`src/rtl/seq_tx_pkg.sv`:
```
// Shared definitions for the serial frame transmitter: the FSM state
// encoding, the preamble bit pattern and a counter-width helper.
package seq_tx_pkg;

    localparam logic [2:0] S_IDLE = 3'd0;
    localparam logic [2:0] S_PRE1 = 3'd1;
    localparam logic [2:0] S_PRE0 = 3'd2;
    localparam logic [2:0] S_DATA = 3'd3;
    localparam logic [2:0] S_GAP  = 3'd4;

    // Sent MSB first: bit 1 during PRE1, bit 0 during PRE0.
    localparam logic [1:0] PREAMBLE = 2'b10;

    typedef enum logic [2:0] {
        ST_IDLE = S_IDLE,
        ST_PRE1 = S_PRE1,
        ST_PRE0 = S_PRE0,
        ST_DATA = S_DATA,
        ST_GAP  = S_GAP
    } state_t;

    // The counter only ever holds DATA_W-1 or GAP_LEN-1, so the width is
    // $clog2 of the larger of the two, never narrower than one bit.
    function automatic int cnt_width(input int a, input int b);
        int m;
        int w;
        m = (a > b) ? a : b;
        w = $clog2(m);
        return (w < 1) ? 1 : w;
    endfunction

endpackage

```
`src/rtl/seq_bit_counter.sv`:
```
// Loadable down-counter with a zero flag. The transmitter reloads it at the
// start of the DATA and GAP phases and steps it once per phase cycle.
module seq_bit_counter #(
    parameter int CNT_W = 3
) (
    input  logic             CLK,
    input  logic             RST,
    input  logic             load,
    input  logic [CNT_W-1:0] load_value,
    input  logic             dec,
    output logic             zero
);

    logic [CNT_W-1:0] count_reg;

    // Load has priority over decrement; idle otherwise.
    always_ff @(posedge CLK or posedge RST) begin
        if (RST) begin
            count_reg <= '0;
        end else if (load) begin
            count_reg <= load_value;
        end else if (dec) begin
            count_reg <= count_reg - CNT_W'(1);
        end
    end

    assign zero = (count_reg == '0);

endmodule

```
`src/rtl/seq_frame_tx.sv`:
```
// Serial frame transmitter: accepts a word on Load&&Ready and sends it on
// Out1 as preamble 1,0, DATA_W data bits MSB first, then GAP_LEN low cycles,
// followed by a one-cycle Done pulse in the first IDLE cycle.
module seq_frame_tx
    import seq_tx_pkg::*;
#(
    parameter int DATA_W  = 8,
    parameter int GAP_LEN = 2
) (
    input  logic              CLK,
    input  logic              RST,
    input  logic              Load,
    input  logic [DATA_W-1:0] DataIn,
    output logic              Ready,
    output logic              Out1,
    output logic              Busy,
    output logic              Done
);

    localparam int CNT_W = cnt_width(DATA_W, GAP_LEN);

    state_t            state_reg;
    state_t            state_next;
    logic [DATA_W-1:0] shift_reg;
    logic [DATA_W-1:0] shift_next;
    logic [DATA_W-1:0] shift_left;
    logic              done_reg;
    logic              done_next;

    logic              cnt_load;
    logic [CNT_W-1:0]  cnt_load_value;
    logic              cnt_dec;
    logic              cnt_zero;

    // Shift register moved left by one with a zero fill at the LSB.
    genvar gi;
    generate
        for (gi = 0; gi < DATA_W; gi++) begin : g_shift
            if (gi == 0) begin : g_lsb
                assign shift_left[gi] = 1'b0;
            end else begin : g_upper
                assign shift_left[gi] = shift_reg[gi-1];
            end
        end
    endgenerate

    seq_bit_counter #(
        .CNT_W (CNT_W)
    ) u_bit_counter (
        .CLK        (CLK),
        .RST        (RST),
        .load       (cnt_load),
        .load_value (cnt_load_value),
        .dec        (cnt_dec),
        .zero       (cnt_zero)
    );

    // State, payload shift register and registered Done pulse.
    always_ff @(posedge CLK or posedge RST) begin
        if (RST) begin
            state_reg <= ST_IDLE;
            shift_reg <= '0;
            done_reg  <= 1'b0;
        end else begin
            state_reg <= state_next;
            shift_reg <= shift_next;
            done_reg  <= done_next;
        end
    end

    // Next-state logic, payload capture/shift and counter control.
    always_comb begin
        state_next     = state_reg;
        shift_next     = shift_reg;
        done_next      = 1'b0;
        cnt_load       = 1'b0;
        cnt_load_value = '0;
        cnt_dec        = 1'b0;
        case (state_reg)
            ST_IDLE: begin
                if (Load) begin
                    state_next = ST_PRE1;
                    shift_next = DataIn;
                end
            end
            ST_PRE1: begin
                state_next = ST_PRE0;
            end
            ST_PRE0: begin
                state_next     = ST_DATA;
                cnt_load       = 1'b1;
                cnt_load_value = CNT_W'(DATA_W - 1);
            end
            ST_DATA: begin
                shift_next = shift_left;
                if (cnt_zero) begin
                    state_next     = ST_GAP;
                    cnt_load       = 1'b1;
                    cnt_load_value = CNT_W'(GAP_LEN - 1);
                end else begin
                    cnt_dec = 1'b1;
                end
            end
            ST_GAP: begin
                if (cnt_zero) begin
                    state_next = ST_IDLE;
                    done_next  = 1'b1;
                end else begin
                    cnt_dec = 1'b1;
                end
            end
            default: begin
                state_next = ST_IDLE;
            end
        endcase
    end

    // Moore output decode from state and shift register only.
    always_comb begin
        Out1  = 1'b0;
        Ready = 1'b0;
        Busy  = 1'b1;
        case (state_reg)
            ST_IDLE: begin
                Ready = 1'b1;
                Busy  = 1'b0;
            end
            ST_PRE1: Out1 = PREAMBLE[1];
            ST_PRE0: Out1 = PREAMBLE[0];
            ST_DATA: Out1 = shift_reg[DATA_W-1];
            default: Out1 = 1'b0;
        endcase
    end

    assign Done = done_reg;

endmodule

```
`config.mk`:
```
export PLATFORM = sky130hd
export DESIGN_NAME = seq_frame_tx
export DESIGN_NICKNAME = d
export VERILOG_FILES = /design/src/rtl/seq_tx_pkg.sv /design/src/rtl/seq_bit_counter.sv /design/src/rtl/seq_frame_tx.sv
export SDC_FILE = /design/constraint.sdc
export NUM_CORES = 1
export LEC_CHECK = 0
export CORE_MARGIN = 10
export CORE_UTILIZATION = 45
export CTS_CLUSTER_SIZE = 12
export DETAILED_ROUTE_END_ITERATION = 8
export PLACE_DENSITY_LB_ADDON = 0.05
export SETUP_SLACK_MARGIN = 0.05
export SYNTH_ARGS = -nofsm -noshare
export SYNTH_HDL_FRONTEND = slang
export SYNTH_SLANG_ARGS = --single-unit
```
`constraint.sdc`:
```
create_clock -name CLK -period 2.2 [get_ports CLK]
set_clock_uncertainty 0.15 [all_clocks]
set_input_delay 0.33 -clock CLK [delete_from_list [all_inputs] [get_ports CLK]]
set_output_delay 0.33 -clock CLK [all_outputs]
set_load 0.02 [all_outputs]
```
# Word level (Yosys, flattened, before mapping)
# Index checks and enable logic that the tools add are counted.
# totals
ff_bits	15
out_inout_bits	4
wordCells	37
# classes
addsub	1
n_eq_ne	7
n_mux	18
reduce_logical	7
# op_table
operator	n
case mux 8 bit (2 select lines)	1
2-to-1 mux 3 bit	5
case mux 3 bit (5 select lines)	1
2-to-1 mux 8 bit	1
2-to-1 mux 1 bit	7
== test 3 x 2 -> 1 bit (second input constant)	2
logical NOT 3 bit	2
inequality test 2 bit (second input constant)	3
case mux 3 bit (2 select lines)	1
case mux 1 bit (2 select lines)	2
nonzero test 2 bit	2
== test 3 x 1 -> 1 bit (second input constant)	1
== test 3 bit (second input constant)	1
AND reduction 3 bit	1
subtractor 3 x 1 -> 3 bit (second input constant)	1
AND reduction 2 bit	1
OR reduction 2 bit	1

# Longest topological paths before layout
# depth
ltp_word	5
depth_mapped	7

# Modules after synthesis
# From an unflattened synthesis, not the netlist that was laid out.
# hier_totals
cells_unflattened	80
area_unflattened_um2	849.6
# modules_own_cells
mod	n_inst	cells_per_inst	area_per_inst_um2	seq_area_each_um2
seq_frame_tx	1	60	664.4	300.3
seq_bit_counter	1	20	185.2	75.1

# Worst setup path after synthesis
# OpenSTA, ideal clock, no wires.
# synth_path
path_kind	register to register
from	register state_reg[0]
to	register shift_reg[0]
arrival_time_ps	1562
required_ps	1928
setup_slack_ps	366
stages_incl_launch_ff	8
path_buffers	2
period_less_slack_ps	1834
path_cell_list	dfrtp_1 > buf_6 > or3_4 > clkinv_2 > nand2_4 > and2_4 > buf_6 > a32o_1
# synth_via
elab_chain_len	3
elab_cells_between_ends	6
cone_classes	eq/ne (2); mux (1); reduce/logical (3)
# synth_lines
item	line_no	rtl
start, declared	seq_frame_tx.sv:22	state_t state_reg;
start signal, assigned	seq_frame_tx.sv:65	state_reg <= state_next;
== test 3 x 2 -> 1 bit or logical NOT 3 bit (tied branches)	seq_frame_tx.sv:79	case (state_reg)
nonzero test 2 bit (no line) or inequality test 2 bit (tied branches)	n/a	
AND reduction 2 bit (no line)	n/a	
end signal, assigned	seq_frame_tx.sv:66	shift_reg <= shift_next;
end, declared	seq_frame_tx.sv:24	logic [DATA_W-1:0] shift_reg;
# Several ways; a longest one is shown, not always the timed one.
# A chain may end at the register's enable or synchronous reset.

# Final worst setup path
# layout_path
from	register state_reg[2]
to	output Ready
# layout_via
elab_chain_len	2
# layout_lines
item	line_no	rtl
logical NOT 3 bit	seq_frame_tx.sv:123	case (state_reg)
2-to-1 mux 1 bit	seq_frame_tx.sv:123	
end, declared	seq_frame_tx.sv:14	output logic Ready,
# No other way between the ends.

==> flow_summary.json <==
{
  "status": "finished clean",
  "grt-ovfl-total": 0,
  "largest_reg_flops": 8,
  "syn_inst": 87,
  "cts_num_sinks": 15,
  "maxSlewHeadroom_pct": 62.2,
  "worst_pin_slew_ns": 0.567,
  "grt_pass1_wl_um": 2820,
  "slew_violations": 0,
  "layout_min_cycle_time_ns": 2.00,
  "hold_buffers": 0,
  "syn-cell-area_um2": 806,
  "cap_violations": 0,
  "cts-root-buf": "clkbuf_4",
  "grt_pass1_vias": 637,
  "ys_seq_area_share_pct": 46.6,
  "startpoint_type": "register",
  "ys_types": 28,
  "postSynthRegisterBits": 15,
  "worstPathMaxFanout": 9,
  "post_cts_buffers": 0,
  "clk_pin_slew_ns": 0.09,
  "area_growth_pct": 22.2,
  "hold_class": "input port to asynchronous set/reset pin",
  "wl_per_cell_um": 12.7,
  "drt-initial-drc-count": 28,
  "fillers": 167,
  "grt.total_usage_pct": 8.60,
  "fin_ws_ns": 0.203,
  "globalplace.congestion": 0.714,
  "syn_nets": 100,
  "peakVddDrop_mv": 0.619,
  "core_area_mm2": 0.00171,
  "first_pass_iters": 4,
  "setup_violations": 0,
  "cts_resized": 3,
  "ios": 15,
  "wl_um": 1610,
  "ys_warn_count": 0,
  "h-tree-depth": 1,
  "numPortBuffers": 14,
  "via_per_inst": 5.14,
  "start_util_pct": 47.2,
  "cts_max_path_buffers": 2,
  "preCtsSetupSlack_ns": 0.240,
  "worstPathArrival_ns": 1.52,
  "totalPowerFinal_mw": 1.28,
  "fin_nets": 116,
  "numCtsBuffers": 3,
  "fmax_mhz": 501,
  "chipHeight_um": 62.3,
  "design.die.area_mm2": 0.00388,
  "drc": 0,
  "fin_tns_setup_ns": 0,
  "postRouteAntennaNets": 0,
  "antenna_found_initial": 0,
  "power.static_leakage_nw": 0.463,
  "die_w_um": 62.3,
  "p_per_area_mw_per_mm2": 1300,
  "final_cells": 127,
  "period_share_pct": 90.8,
  "grt_max_degree": 16,
  "diodes": 0,
  "dr_total_vias": 653,
  "clk_latency_ns": 0.28,
  "worstPathRequired_ns": 1.72,
  "cts_tree": "built",
  "placed_cells": 123,
  "drive_gt1_share_pct": 10.8,
  "crit_path_end_kind": "output pin",
  "dp.final_hpwl_um": 1250,
  "ff2ff_path_depth": 4,
  "syn_area_per_cell_um2": 9.26,
  "worstSetupPathType": "register to output pin",
  "row_count": 15,
  "final_util_pct": 57.7,
  "final_hold_viol_count": 0,
  "grt_setup_unrepaired": "false"
}
## through the flow
step	hold WS [ns]	cell area [µm²]
final	0.247	985
after global routing	0.298	985
after CTS	0.259	985
after detailed placement	0.352	962
after global placement	0.342	962
after floorplan	0.0815	806
## report_power, final
part / switching, mW / leakage, nW / internal [mW]
combinational: 0.367 / 0.273 / 0.301
clock: 0.0830 / 0.0150 / 0.0702
sequential: 0.0642 / 0.175 / 0.394
## synthesized netlist by cell type
library cell | count | area share (%)
clkinv_2 | 1 | 0.62
a21o_1 | 1 | 0.93
and3_1 | 1 | 0.78
o22ai_1 | 6 | 4.7
a21oi_1 | 13 | 8.1
and2_4 | 1 | 1.1
buf_6 | 2 | 2.8
nand3b_1 | 1 | 0.93
nand2_4 | 1 | 1.4
mux2i_1 | 2 | 2.5
o31ai_1 | 1 | 0.93
nor3b_1 | 1 | 0.93
dfrtp_1 | 15 | 47
or2_2 | 1 | 0.78
a22oi_1 | 1 | 0.93
a221oi_1 | 1 | 1.1
nor2_1 | 6 | 2.8
nand2b_1 | 2 | 1.6
o21ai_0 | 3 | 1.9
ha_1 | 2 | 3.1
nand2_1 | 4 | 1.9
a32o_1 | 1 | 1.2
a31oi_1 | 1 | 0.78
or3_4 | 1 | 1.4
a211oi_1 | 1 | 0.93
inv_1 | 8 | 3.7
nor2b_1 | 5 | 3.9
clkbuf_1 | 4 | 1.9
## cells by family after synthesis
family	after synthesis	synth area share, %
buffers and inverters	15	9.01
adder cells (fa/ha/maj)	2	3.11
multiplexers	2	2.48
AND/OR/NAND/NOR	24	17.4
AO/OA/AOI/OAI	29	21.4
flip-flops	15	46.6
## layout make-up
| type | instances | area (µm²) | share of cell area [%] |
|---|---|---|---|
| inverters | 9 | 35.0 | 3.56 |
| multi-input cells | 57 | 358 | 36.3 |
| repair buffers | 17 | 159 | 16.1 |
| clock buffers | 4 | 26.3 | 2.67 |
| well taps | 25 | 31.3 | 3.18 |
| flip-flops and latches | 15 | 375 | 38.1 |
## final timing paths
kind	start	slack [ns]	endpoint
setup / recovery	state_reg[2]	0.20	Ready
hold / removal	RST	0.25	shift_reg[6]
setup reg to reg	state_reg[2]	0.38	shift_reg[0]
hold reg to reg	shift_reg[2]	0.37	shift_reg[2]
max in group asynchronous	RST	1.28	shift_reg[0]
min in group CLK	shift_reg[2]	0.37	shift_reg[2]
## cells in the final DEF (no fill, tap or decap), drive strengths merged, types with 2 or more instances in the layout
cell           instances
mux2i                  2
o21ai                  3
clkbuf                 4
inv                    8
nand2                  5
clkdlybuf4s50         11
dfrtp                 15
buf                    3
a21oi                 13
ha                     2
nor2                   6
dlygate4sd2            3
nand2b                 2
o22ai                  6
nor2b                  5
## worst max-delay path, stage by stage, from the launching register on
cell and delay (ns):
dfrtp_1 0.46, or3_4 0.36, clkinv_2 0.08, dlygate4sd2_1 0.34
## layer usage
metal	GRT usage [%]	part of all wire, %
met5	0	0
met4	4.19	0.74
met3	2.33	6.3
met2	11.9	45
met1	11.8	48
No activity file was read; power rests on OpenSTA's default activity.
